### src/rtl/npu_sched_seq.sv
// npu_sched_seq: NPU schedule sequencer. Stores a microprogram of control
// words through the config port and, while running, replays it cyclically,
// driving the registered per-cycle strobes/selects of the NPU datapath.
// Latency: a qualifying cycle (compute=1, stall=0) shows its word on the
// outputs at the next edge. Stall or compute low freezes replay (outputs 0).
// Ports:
//   CLK, npu_rst              clock, synchronous active-high reset
//   npu_sched_write_en/din    append a control word (IDLE only, len<DEPTH)
//   npu_sched_start/stop      one-cycle run control (stop wins)
//   npu_state_compute/stall   level qualifiers for replay
//   npu_sched_* control       registered word fields for FIFOs, PEs, acc, sigmoid
//   npu_sched_busy/iter_done  RUN state / last issue of an iteration
//   npu_sched_len/err         stored entry count / sticky error
module npu_sched_seq #(
  parameter int DEPTH    = 64,
  parameter int PE_SEL_W = 3,
  parameter int REP_W    = 4,
  localparam int W       = 10 + 2*PE_SEL_W + REP_W,
  localparam int AW      = $clog2(DEPTH)
) (
  input  logic                CLK,
  input  logic                npu_rst,
  input  logic                npu_sched_write_en,
  input  logic [W-1:0]        npu_sched_din,
  input  logic                npu_sched_start,
  input  logic                npu_sched_stop,
  input  logic                npu_state_compute,
  input  logic                npu_sched_stall,
  output logic                npu_sched_input_fifo_read_en,
  output logic                npu_sched_sigmoid_fifo_read_en,
  output logic                npu_sched_sigmoid_fifo_write_en,
  output logic                npu_sched_output_fifo_write_en,
  output logic [PE_SEL_W-1:0] npu_sched_pe_select_in,
  output logic                npu_sched_pe_write_en,
  output logic                npu_sched_acc_fifo_read_en,
  output logic                npu_sched_acc_fifo_write_en,
  output logic [PE_SEL_W-1:0] npu_sched_sigmoid_input_sel_pe,
  output logic                npu_sched_sigmoid_input_en,
  output logic [1:0]          npu_sched_sigmoid_function_sel,
  output logic                npu_sched_busy,
  output logic                npu_sched_iter_done,
  output logic [AW:0]         npu_sched_len,
  output logic                npu_sched_err
);

  // Control part of the word (everything below the repeat field).
  localparam int CW       = W - REP_W;
  localparam int P        = PE_SEL_W;
  localparam int O_PESEL  = 4;
  localparam int O_PEWR   = 4 + P;
  localparam int O_ACCRD  = 5 + P;
  localparam int O_ACCWR  = 6 + P;
  localparam int O_SIGSEL = 7 + P;
  localparam int O_SIGEN  = 7 + 2*P;
  localparam int O_FSEL   = 8 + 2*P;

  localparam logic [0:0] ST_IDLE = 1'b0;
  localparam logic [0:0] ST_RUN  = 1'b1;

  localparam logic [AW:0]   LEN_ONE  = (AW+1)'(1);
  localparam logic [AW:0]   LEN_FULL = (AW+1)'(DEPTH);
  localparam logic [AW-1:0] PTR_ONE  = AW'(1);
  localparam logic [REP_W-1:0] REP_ONE = REP_W'(1);

  logic [W-1:0]     r_mem [DEPTH];
  logic [0:0]       r_state;
  logic [AW-1:0]    r_wr_ptr;
  logic [AW-1:0]    r_rd_ptr;
  logic [REP_W-1:0] r_rep_cnt;
  logic [AW:0]      r_len;
  logic             r_err;
  logic [CW-1:0]    r_ctrl;
  logic             r_iter_done;

  logic [W-1:0]     w_entry;
  logic [REP_W-1:0] w_rep;
  logic             w_qual;
  logic             w_last;
  logic             w_wr_ok;

  assign w_entry = r_mem[r_rd_ptr];
  assign w_rep   = w_entry[W-1 -: REP_W];
  assign w_qual  = (r_state == ST_RUN) && npu_state_compute && !npu_sched_stall;
  // rd_ptr is on the final stored entry of the program.
  assign w_last  = (({1'b0, r_rd_ptr} + LEN_ONE) == r_len);
  // Writes are only accepted while idle and with room left.
  assign w_wr_ok = npu_sched_write_en && (r_state == ST_IDLE) && (r_len != LEN_FULL);

  // Program storage carries no reset: contents are irrelevant until written.
  always_ff @(posedge CLK) begin
    if (w_wr_ok && !npu_rst) begin
      r_mem[r_wr_ptr] <= npu_sched_din;
    end
  end

  always_ff @(posedge CLK) begin
    if (npu_rst) begin
      r_state     <= ST_IDLE;
      r_wr_ptr    <= '0;
      r_rd_ptr    <= '0;
      r_rep_cnt   <= '0;
      r_len       <= '0;
      r_err       <= 1'b0;
      r_ctrl      <= '0;
      r_iter_done <= 1'b0;
    end else begin
      // Outputs are pulses of the issuing cycle; zero unless re-issued.
      r_ctrl      <= '0;
      r_iter_done <= 1'b0;

      if (npu_sched_write_en) begin
        if (w_wr_ok) begin
          r_wr_ptr <= r_wr_ptr + PTR_ONE;
          r_len    <= r_len + LEN_ONE;
        end else begin
          r_err <= 1'b1;
        end
      end

      if (r_state == ST_IDLE) begin
        // r_len here is the pre-write length, so a same-cycle write
        // cannot enable a start on an empty program.
        if (npu_sched_start && !npu_sched_stop && (r_len != '0)) begin
          r_state   <= ST_RUN;
          r_rd_ptr  <= '0;
          r_rep_cnt <= '0;
        end
      end else begin
        if (npu_sched_stop) begin
          r_state <= ST_IDLE;
        end else if (w_qual) begin
          r_ctrl <= w_entry[CW-1:0];
          if (r_rep_cnt == w_rep) begin
            r_rep_cnt <= '0;
            if (w_last) begin
              r_rd_ptr    <= '0;
              r_iter_done <= 1'b1;
            end else begin
              r_rd_ptr <= r_rd_ptr + PTR_ONE;
            end
          end else begin
            r_rep_cnt <= r_rep_cnt + REP_ONE;
          end
        end
      end
    end
  end

  assign npu_sched_input_fifo_read_en    = r_ctrl[0];
  assign npu_sched_sigmoid_fifo_read_en  = r_ctrl[1];
  assign npu_sched_sigmoid_fifo_write_en = r_ctrl[2];
  assign npu_sched_output_fifo_write_en  = r_ctrl[3];
  assign npu_sched_pe_select_in          = r_ctrl[O_PESEL +: P];
  assign npu_sched_pe_write_en           = r_ctrl[O_PEWR];
  assign npu_sched_acc_fifo_read_en      = r_ctrl[O_ACCRD];
  assign npu_sched_acc_fifo_write_en     = r_ctrl[O_ACCWR];
  assign npu_sched_sigmoid_input_sel_pe  = r_ctrl[O_SIGSEL +: P];
  assign npu_sched_sigmoid_input_en      = r_ctrl[O_SIGEN];
  assign npu_sched_sigmoid_function_sel  = r_ctrl[O_FSEL +: 2];
  assign npu_sched_busy                  = (r_state == ST_RUN);
  assign npu_sched_iter_done             = r_iter_done;
  assign npu_sched_len                   = r_len;
  assign npu_sched_err                   = r_err;

endmodule

### config.mk
export PLATFORM = sky130hd
export DESIGN_NAME = npu_sched_seq
export DESIGN_NICKNAME = d
export VERILOG_FILES = /design/src/rtl/npu_sched_seq.sv
export SDC_FILE = /design/constraint.sdc
export NUM_CORES = 1
export LEC_CHECK = 0
export BUFFER_PORTS_ARGS = -buffer_cell sky130_fd_sc_hd__buf_2
export CORE_MARGIN = 1
export CORE_UTILIZATION = 35
export CTS_BUF_LIST = sky130_fd_sc_hd__clkbuf_4
export CTS_CLUSTER_DIAMETER = 50
export DETAILED_ROUTE_END_ITERATION = 10
export PLACE_DENSITY = 0.49
export SLEW_MARGIN = 10
export SYNTH_ARGS = -nofsm -noshare
export SYNTH_HDL_FRONTEND = slang
export SYNTH_SLANG_ARGS = --single-unit
### constraint.sdc
create_clock -name CLK -period 9.94 [get_ports CLK]
set_input_delay 0.994 -clock CLK [delete_from_list [all_inputs] [get_ports CLK]]
set_output_delay 0.994 -clock CLK [all_outputs]
set_load 0.01 [all_outputs]
==> impl_metrics.json, run 1 <==
{
  "slew_violations": 0,
  "rsz0062_at_grt": "false",
  "start_util_pct": 35.4,
  "finalWirelength_mm": 132,
  "slew_headroom_pct": 18.2,
  "post_cts_buffers": 0,
  "status": "complete, no violations",
  "end_kind": "flip-flop",
  "min_path_type": "in2reg",
  "syn_nets": 2222,
  "finalNetCount": 2616,
  "synth-seq-cells": 1328,
  "period_needed_ns": 5.15,
  "clock_latency_ns": 1.24,
  "worst_pin_slew_ns": 1.23,
  "power_density_nw_per_um2": 187,
  "required_ns": 11.03,
  "rows": 139,
  "final-hold-violation-count": 0,
  "yosys_warnings": 0,
  "portBuffers": 52,
  "leakage_nw": 17.9,
  "regArea_um2": 39400,
  "critPathArrivalTime_ns": 6.23,
  "dp_cells": 4120,
  "fmax_mhz": 194,
  "num_vias": 24700,
  "ir_worst_vdd_mv": 0.0790,
  "multi_input_area_um2": 11300,
  "tns_ns": 0,
  "globalplace.congestion": 0.794,
  "layout_commonest_cell": "edfxtp_1",
  "drt_first_pass_iters": 5,
  "hold_buffers": 0,
  "synth.cell_area_um2": 51000,
  "layout_common_cells": "edfxtp_1 (1280), clkbuf_4 (532), mux4_2 (395)",
  "grtUsageTotal_pct": 18.2,
  "clk_pin_slew_ns": 0.06,
  "synth_edf_count": 1280,
  "period_share_pct": 51.8,
  "core_um2": 144000,
  "routed_via_density": 5.21,
  "cts_made_buffers": 364,
  "dp_hpwl_mm": 70.1,
  "finClkSkew_ns": 0.0780,
  "ys_seq_area_share_pct": 77.2,
  "grt_overflow": 0,
  "final_layout_size_suffix_gt1_share_pct": 41.5,
  "stdcell_count": 4737,
  "first_iter_violations": 2120,
  "h-tree-depth": 5,
  "cap_violations": 0,
  "synthCells": 2190,
  "wl_per_cell_um": 27.9,
  "die_height_um": 384,
  "ant_nets": 0,
  "synthDistinctLibCells": 62,
  "synthFlopType": "edfxtp_1",
  "grt_pass1_wl_mm": 188,
  "die_area_um2": 147000,
  "grt_pass1_vias": 26200,
  "grt_max_degree": 130,
  "ioPinCount": 53,
  "setup_viol": 0,
  "route.detailed.drc": 0,
  "worstPathMaxFanout": 91,
  "die_w_um": 384,
  "start_kind": "flip-flop",
  "ctsLongestPathBuffers": 4,
  "crit_type": "reg2reg",
  "fillers": 12700,
  "cts_resized": 0,
  "antenna_found_initial": 10,
  "areaGrowthSynthToFinish_pct": 14.6,
  "async_flop_share_pct": 0,
  "clock_sinks": 1328,
  "cts_tree": "yes",
  "synth_area_per_cell_um2": 23.3,
  "clockRootBuffer": "clkbuf_4"
}
## critical path, stage by stage (launching register included)
cell and delay [ns]:
dfxtp_4 0.79, buf_12 0.60, buf_4 0.81, mux4_2 0.59, nand3_1 0.10, nand3_1 0.10, xor2_1 0.16, mux2i_1 0.43
a32o_1 0.26, a41oi_2 0.36, and2_0 0.39, o21a_1 0.22
## sequential cells by signal (all words and copies together) (netlist names), named ones only
signal / cells
r_mem: 1280
r_ctrl: 16
npu_sched_len: 7
r_rd_ptr: 6
r_wr_ptr: 6
r_rep_cnt: 4
npu_sched_busy: 1
npu_sched_err: 1
npu_sched_iter_done: 1
## routing by layer
metal | share of wire [%] | global-route usage (%) | wire length (um)
met1 | 43 | 25.0 | 57300
met2 | 49 | 29.1 | 64300
met3 | 5.8 | 3.54 | 7640
met4 | 2.2 | 6.27 | 2940
met5 | 0.020 | 0 | 26
## Yosys cell counts (all sizes together), types with 2 or more instances
library cell / number / area share (%)
ha: 5 / 0.12
a21oi: 13 / 0.13
xnor2: 7 / 0.12
buf: 57 / 0.59
dfxtp: 48 / 1.9
mux2i: 26 / 0.51
a311oi: 2 / 0.034
nand2b: 2 / 0.025
and3: 4 / 0.049
o2111ai: 2 / 0.034
a211oi: 2 / 0.039
nand3: 17 / 0.17
edfxtp: 1280 / 75
nor3: 8 / 0.098
nor3b: 5 / 0.093
nor2b: 28 / 0.34
and3b: 3 / 0.051
o22ai: 6 / 0.074
clkbuf: 59 / 0.43
a31o: 7 / 0.12
xor2: 14 / 0.24
mux4: 398 / 18
nor2: 98 / 0.72
o21ai: 7 / 0.069
and2: 3 / 0.037
o21a: 2 / 0.029
nand3b: 4 / 0.059
a21o: 6 / 0.088
nand2: 21 / 0.15
or2: 4 / 0.049
a22oi: 11 / 0.16
or3b: 2 / 0.034
inv: 10 / 0.074
nand4: 8 / 0.098
or3: 6 / 0.083
## cell type report
cell class                      count  area share [%]
Clock inverter                     70           0.550
Sequential cell                  1328            67.4
Multi-Input combinational cell    735            19.3
Clock buffer                      532            6.83
Tap cell                         1903            4.07
Timing Repair Buffer              144            1.74
Inverter                           11          0.0706
Antenna cell                       14          0.0599
## path summary, 6_finish.rpt
check             cells after the start                         end  slack [ns]                        from
hold reg to reg                       2  npu_sched_err$_SDFFE_PP0P_        0.47  npu_sched_err$_SDFFE_PP0P_
hold / removal                        5  npu_sched_err$_SDFFE_PP0P_        0.18          npu_sched_write_en
setup / recovery                     11    r_rd_ptr[2]$_SDFFE_PP0P_        4.79                   flip-flop
setup reg to reg                     11    r_rd_ptr[2]$_SDFFE_PP0P_        4.79                   flip-flop
## where the power goes
| group | internal, mW | switching (mW) | leakage [nW] | total [mW] |
|---|---|---|---|---|
| clock | 2.47 | 2.15 | 2.60 | 4.63 |
| combinational | 0.0324 | 0.134 | 3.42 | 0.166 |
| sequential | 6.14 | 0.00703 | 11.9 | 6.15 |
| total | 8.65 | 2.29 | 17.9 | 10.9 |
## cell families (layout without fill, tap and decap cells)
logic type | Yosys count | in the layout | share of synthesized area, %
other cells | 0 | 14 | 0
simple gates | 216 | 216 | 2.11
mux | 425 | 425 | 18.1
flops | 1328 | 1328 | 77.2
fa+ha+maj | 5 | 5 | 0.123
xor+xnor | 21 | 21 | 0.360
compound gates | 68 | 68 | 0.983
buf+inv | 127 | 757 | 1.10
## metrics by stage
stage	power [mW]	util, %	setup WS (ns)	cell area [um2]	hold slack, ns
final	10.9	40.5	4.79	58500	0.178
after global routing	11.4	40.5	4.40	58400	0.0848
after CTS	11.1	40.5	4.70	58400	0.0354
after detailed placement	6.44	37.5	4.72	54100	0.463
after global placement	6.43	37.5	4.81	54100	0.460
after floorplan	6.31	-	6.36	51000	0.495
(Power assumes the default switching activity.)
==> run 2: changes to the inputs <==
--- a/config.mk
+++ b/config.mk
@@ -11,7 +11,7 @@
 export CTS_BUF_LIST = sky130_fd_sc_hd__clkbuf_4
 export CTS_CLUSTER_DIAMETER = 50
 export DETAILED_ROUTE_END_ITERATION = 10
-export PLACE_DENSITY = 0.49
+export PLACE_DENSITY = 0.51
 export SLEW_MARGIN = 10
 export SYNTH_ARGS = -nofsm -noshare
 export SYNTH_HDL_FRONTEND = slang
==> constraint.sdc (replaced) <==
create_clock -name CLK -period 4.2 [get_ports CLK]
set_input_delay 0.42 -clock CLK [delete_from_list [all_inputs] [get_ports CLK]]
set_output_delay 0.42 -clock CLK [all_outputs]
set_load 0.01 [all_outputs]
==> impl_metrics.json, run 2 (synthesis results as in run 1) <==
{
  "ir_worst_vdd_mv": 0.266,
  "num_vias": 25300,
  "start_util_pct": 35.4,
  "grt_overflow": 0,
  "required_ns": 5.31,
  "finalWirelength_mm": 135,
  "fmax_mhz": 269,
  "min_to": "r_mem[38][14]$_DFFE_PP_",
  "setup_viol": 0,
  "min_path_type": "in2reg",
  "status": "complete, no violations",
  "worst_pin_slew_ns": 1.22,
  "portBuffers": 52,
  "crit_type": "reg2reg",
  "wl_per_cell_um": 28.2,
  "worstHoldStart": "npu_sched_din[14]",
  "cts_resized": 0,
  "critPathArrivalTime_ns": 4.83,
  "fin_util_pct": 40.9,
  "multi_input_area_um2": 11200,
  "antenna_found_initial": 8,
  "layout_common_cells": "edfxtp_1 (1280), clkbuf_4 (522), mux4_2 (395)",
  "route.detailed.drc": 0,
  "layout_commonest_cell": "edfxtp_1",
  "grt_pass1_wl_mm": 191,
  "period_share_pct": 88.5,
  "rows": 139,
  "power_switching_share_pct": 20.9,
  "die_height_um": 384,
  "clock_sinks": 1328,
  "p_int_mw": 20.4,
  "clockRootBuffer": "clkbuf_4",
  "slew_violations": 0,
  "die_w_um": 384,
  "dp_cells": 4150,
  "ant_nets": 0,
  "finalNetCount": 2674,
  "whs_ns": 0.220,
  "clock_latency_ns": 1.27,
  "ioPinCount": 53,
  "worstPathMaxFanout": 22,
  "h-tree-depth": 5,
  "power_density_nw_per_um2": 437,
  "grt_pass1_vias": 26700,
  "regArea_um2": 39400,
  "globalplace.congestion": 0.808,
  "r2r_setup_slack_ns": 0.48,
  "final_layout_size_suffix_gt1_share_pct": 41.6,
  "slowest_stage": "dfxtp_4",
  "cts_tree": "yes",
  "slew_headroom_pct": 19.0,
  "largest_reg_flops": 1280,
  "ctsLongestPathBuffers": 4,
  "dp_hpwl_mm": 74.4,
  "whs_path_depth": 2,
  "die_area_um2": 147000,
  "tns_ns": 0,
  "fillers": 12700,
  "end_kind": "flip-flop",
  "start_kind": "flip-flop",
  "cp_top_family": "compound AO/OA/AOI/OAI gates",
  "crit_path_cell_trace": "buf_12, mux4_2, mux2i_1, nor2_1, or4_1, a221oi_2, a21oi_2, a41oi_2, buf_4, nor3_2, a31o_1",
  "finClkSkew_ns": 0.0693,
  "combPwrFrac_pct": 1.6,
  "path_buf_inv": 2,
  "core_um2": 144000,
  "stdcell_count": 4786,
  "pwr-share-seq_pct": 56.4,
  "first_iter_violations": 2407,
  "total_power_mw": 25.8,
  "final-hold-violation-count": 0,
  "cts_made_buffers": 360,
  "drt_first_pass_iters": 6,
  "cpPeakStageDelay_ns": 0.73,
  "grtUsageTotal_pct": 18.6,
  "clk_pin_slew_ns": 0.06,
  "areaGrowthSynthToFinish_pct": 15.7,
  "cap_violations": 0,
  "r2r_cells": 11,
  "leakage_nw": 18.2,
  "power.switching_mw": 5.40,
  "routed_via_density": 5.29,
  "clockPowerShare_pct": 42.0,
  "top_register": "r_mem",
  "rsz0062_at_grt": "false",
  "period_needed_ns": 3.72,
  "grt_max_degree": 77
}
## run 2: cell count changes in the layout (fill, tap and decap cells not counted), sizes merged
cell / change
dlygate4sd3: +32
diode: -6
buf: +30
clkinv: +3
clkbuf: -10
## run 2: per-stage QoR
step	cell area, um2	worst slack [ns]
after floorplan	51000	0.886
after global placement	54400	0.441
after detailed placement	54400	0.461
after CTS	59000	0.447
after global routing	59000	0.292
final	59000	0.482
## run 2: metal layers
metal  vias up  part of all wire (%)  GRT usage [%]
met4         4                   2.7           6.65
met5         -                 0.025              0
met3       208                   6.9           4.65
met2       995                    48           29.4
li1      10500                     -              -
met1     13700                    42           24.8
## run 2: power by group through the flow
stage / Clock, mW / Combinational (mW) / Sequential, mW
4_1_cts: 11.2 / 0.419 / 14.6
3_5_place_dp: 0 / 0.395 / 14.8
2_1_floorplan: 0 / 0.0938 / 14.8
6_report: 10.8 / 0.414 / 14.6
3_3_place_gp: 0 / 0.369 / 14.8
5_1_grt: 11.9 / 0.448 / 14.5
## run 2: cell type report
class,count,share of cell area (%)
Inverter,11,0.0699
Clock buffer,522,6.64
Clock inverter,73,0.576
Sequential cell,1328,66.8
Timing Repair Buffer,206,2.86
Antenna cell,8,0.0339
Tap cell,1903,4.03
Multi-Input combinational cell,735,19.0
## run 2: what timing repair did
| action | 4_1_cts | 5_1_grt |
|---|---|---|
| setup buffers | 0 | 0 |
| hold buffers | 32 | 0 |
| hold endpoints to repair | 1305 | 0 |
## run 2: worst reg2reg max path, cell delays in order (launching register included)
cell      delay (ns)
dfxtp_4         0.73
buf_12          0.30
mux4_2          0.52
mux2i_1         0.31
nor2_1          0.07
or4_1           0.52
a221oi_2        0.31
a21oi_2         0.12
a41oi_2         0.25
buf_4           0.22
nor3_2          0.08
a31o_1          0.19
## run 2: worst max path at each step
stage | endpoint | start | depth (start not counted)
floorplan | r_mem[57][0]$_DFFE_PP_ | npu_sched_len[0]$_SDFFE_PP0P_ | 6
finish | flip-flop | flip-flop | 11
global route | r_rd_ptr[1]$_SDFFE_PP0P_ | flip-flop | 11
CTS | r_rd_ptr[1]$_SDFFE_PP0P_ | flip-flop | 11
detailed placement | r_rd_ptr[1]$_SDFFE_PP0P_ | flip-flop | 11
global placement | r_rd_ptr[3]$_SDFFE_PP0P_ | flip-flop | 11
==> run 3: changes to the inputs <==
--- a/config.mk
+++ b/config.mk
@@ -5,7 +5,7 @@
 export SDC_FILE = /design/constraint.sdc
 export NUM_CORES = 1
 export LEC_CHECK = 0
-export BUFFER_PORTS_ARGS = -buffer_cell sky130_fd_sc_hd__buf_2
+export BUFFER_PORTS_ARGS = -buffer_cell sky130_fd_sc_hd__buf_4
 export CORE_MARGIN = 1
 export CORE_UTILIZATION = 35
 export CTS_BUF_LIST = sky130_fd_sc_hd__clkbuf_4
==> impl_metrics.json, run 3 (synthesis results as in run 1) <==
{
  "path_buf_inv": 2,
  "grt_overflow": 0,
  "cpPeakStageDelay_ns": 0.76,
  "period_needed_ns": 3.71,
  "crit_top_cell": "mux4_2",
  "clock_sinks": 1328,
  "ant_nets": 0,
  "clock_latency_ns": 1.27,
  "worst_pin_slew_ns": 0.987,
  "tns_ns": 0,
  "final-hold-violation-count": 0,
  "period_share_pct": 88.3,
  "grt_max_degree": 76,
  "rsz0062_at_grt": "false",
  "cap_violations": 0,
  "clk_pin_slew_ns": 0.07,
  "num_vias": 25300,
  "crit_type": "reg2reg",
  "post_cts_buffers": 0,
  "slew_headroom_pct": 34.2,
  "setup_viol": 0,
  "first_iter_violations": 2174,
  "finalWirelength_mm": 136,
  "end_kind": "flip-flop",
  "slew_violations": 0,
  "largest_reg_flops": 1280,
  "cts_tree": "yes",
  "h-tree-depth": 5,
  "power_density_nw_per_um2": 439,
  "grt_pass1_wl_mm": 192,
  "setup_ws_ns": 0.492,
  "die_height_um": 384,
  "top_register": "r_mem",
  "fin_util_pct": 41.1,
  "wl_met1_mm": 58.0,
  "status": "complete, no violations",
  "dp_hpwl_mm": 75.7,
  "ioPinCount": 53,
  "globalplace.congestion": 0.770,
  "start_util_pct": 35.4,
  "layout_common_cells": "edfxtp_1 (1280), clkbuf_4 (532), mux4_2 (395)",
  "drt_first_pass_iters": 5,
  "finalNetCount": 2680,
  "routed_via_density": 5.27,
  "post-place-ws_ns": 0.464,
  "grt_pass1_vias": 27000,
  "grtUsageTotal_pct": 18.7,
  "route.met2.wl_mm": 65.3,
  "cts_resized": 0,
  "cts_made_buffers": 367,
  "crit_path_cell_trace": "buf_12, buf_12, mux4_2, mux4_2, mux4_2, nor2b_1",
  "critPathArrivalTime_ns": 4.84,
  "rows": 139,
  "min_path_type": "in2reg",
  "cp_top_family": "multiplexers",
  "portBuffers": 52,
  "die_w_um": 384,
  "worstPathMaxFanout": 47,
  "layout_commonest_cell": "edfxtp_1",
  "ir_worst_vdd_mv": 0.287,
  "slowest_stage": "dfxtp_4",
  "finClkSkew_ns": 0.0786,
  "ctsLongestPathBuffers": 4,
  "antenna_found_initial": 10,
  "fmax_mhz": 270,
  "route.detailed.drc": 0,
  "core_um2": 144000,
  "start_kind": "flip-flop",
  "required_ns": 5.33,
  "leakage_nw": 18.3,
  "wl_per_cell_um": 28.4,
  "clockRootBuffer": "clkbuf_4",
  "met3WireLength_mm": 9.30,
  "final_layout_size_suffix_gt1_share_pct": 41.9,
  "top_layer": "met5",
  "areaGrowthSynthToFinish_pct": 16.2,
  "die_area_um2": 147000
}
==> run 3: layout make-up <==
class,count,area [um2]
repair buffers,205,1810
clock buffers,532,3990
clock inverters,79,397
inverters,11,41.3
well taps,1903,2380
multi-input cells,735,11200
fillers,12600,84900
flip-flops and latches,1328,39400
diodes,4,10.0
==> run 3: report_power, final <==
group,internal (mW),switching (mW)
Clock,5.94,5.14
Sequential,14.5,0.0169
Combinational,0.0958,0.311
Total,20.6,5.47
==> run 3: final timing paths <==
path	from	to	slack, ns	depth (start not counted)
setup / recovery	flip-flop	r_ctrl[3]$_SDFF_PP0_	0.49	6
setup reg to reg	flip-flop	r_ctrl[3]$_SDFF_PP0_	0.49	6
hold / removal	npu_sched_stop	r_rep_cnt[0]$_SDFFE_PP0P_	0.22	5
hold reg to reg	npu_sched_err$_SDFFE_PP0P_	npu_sched_err$_SDFFE_PP0P_	0.48	2
==> run 3: stage by stage <==
stage	hold slack (ns)	cells	instance area [um2]	total power, mW
after floorplan	0.495	2190	51000	14.9
final	0.225	4797	59300	26.0
after global routing	0.150	4794	59300	27.1
after detailed placement	0.473	4150	54600	15.2
after CTS	0.0424	4793	59300	26.4
after global placement	0.461	4150	54600	15.2
==> run 3: worst reg2reg max path: stages, from the launching register on <==
cell and delay, ns:
dfxtp_4 0.76, buf_12 0.37, buf_12 0.42, mux4_2 0.72, mux4_2 0.65, mux4_2 0.52, nor2b_1 0.15
==> run 3: timing repair <==
action,CTS,global route
setup endpoints to repair,0,0
hold buffers,32,0
hold endpoints to repair,1328,0
==> run 3: per-layer routing <==
metal  track usage [%]  vias to the layer above
met2              29.3                      984
li1                  -                    10500
met3              4.82                      196
met1              25.3                    13600
met4              6.80                        6
met5                 0                        -
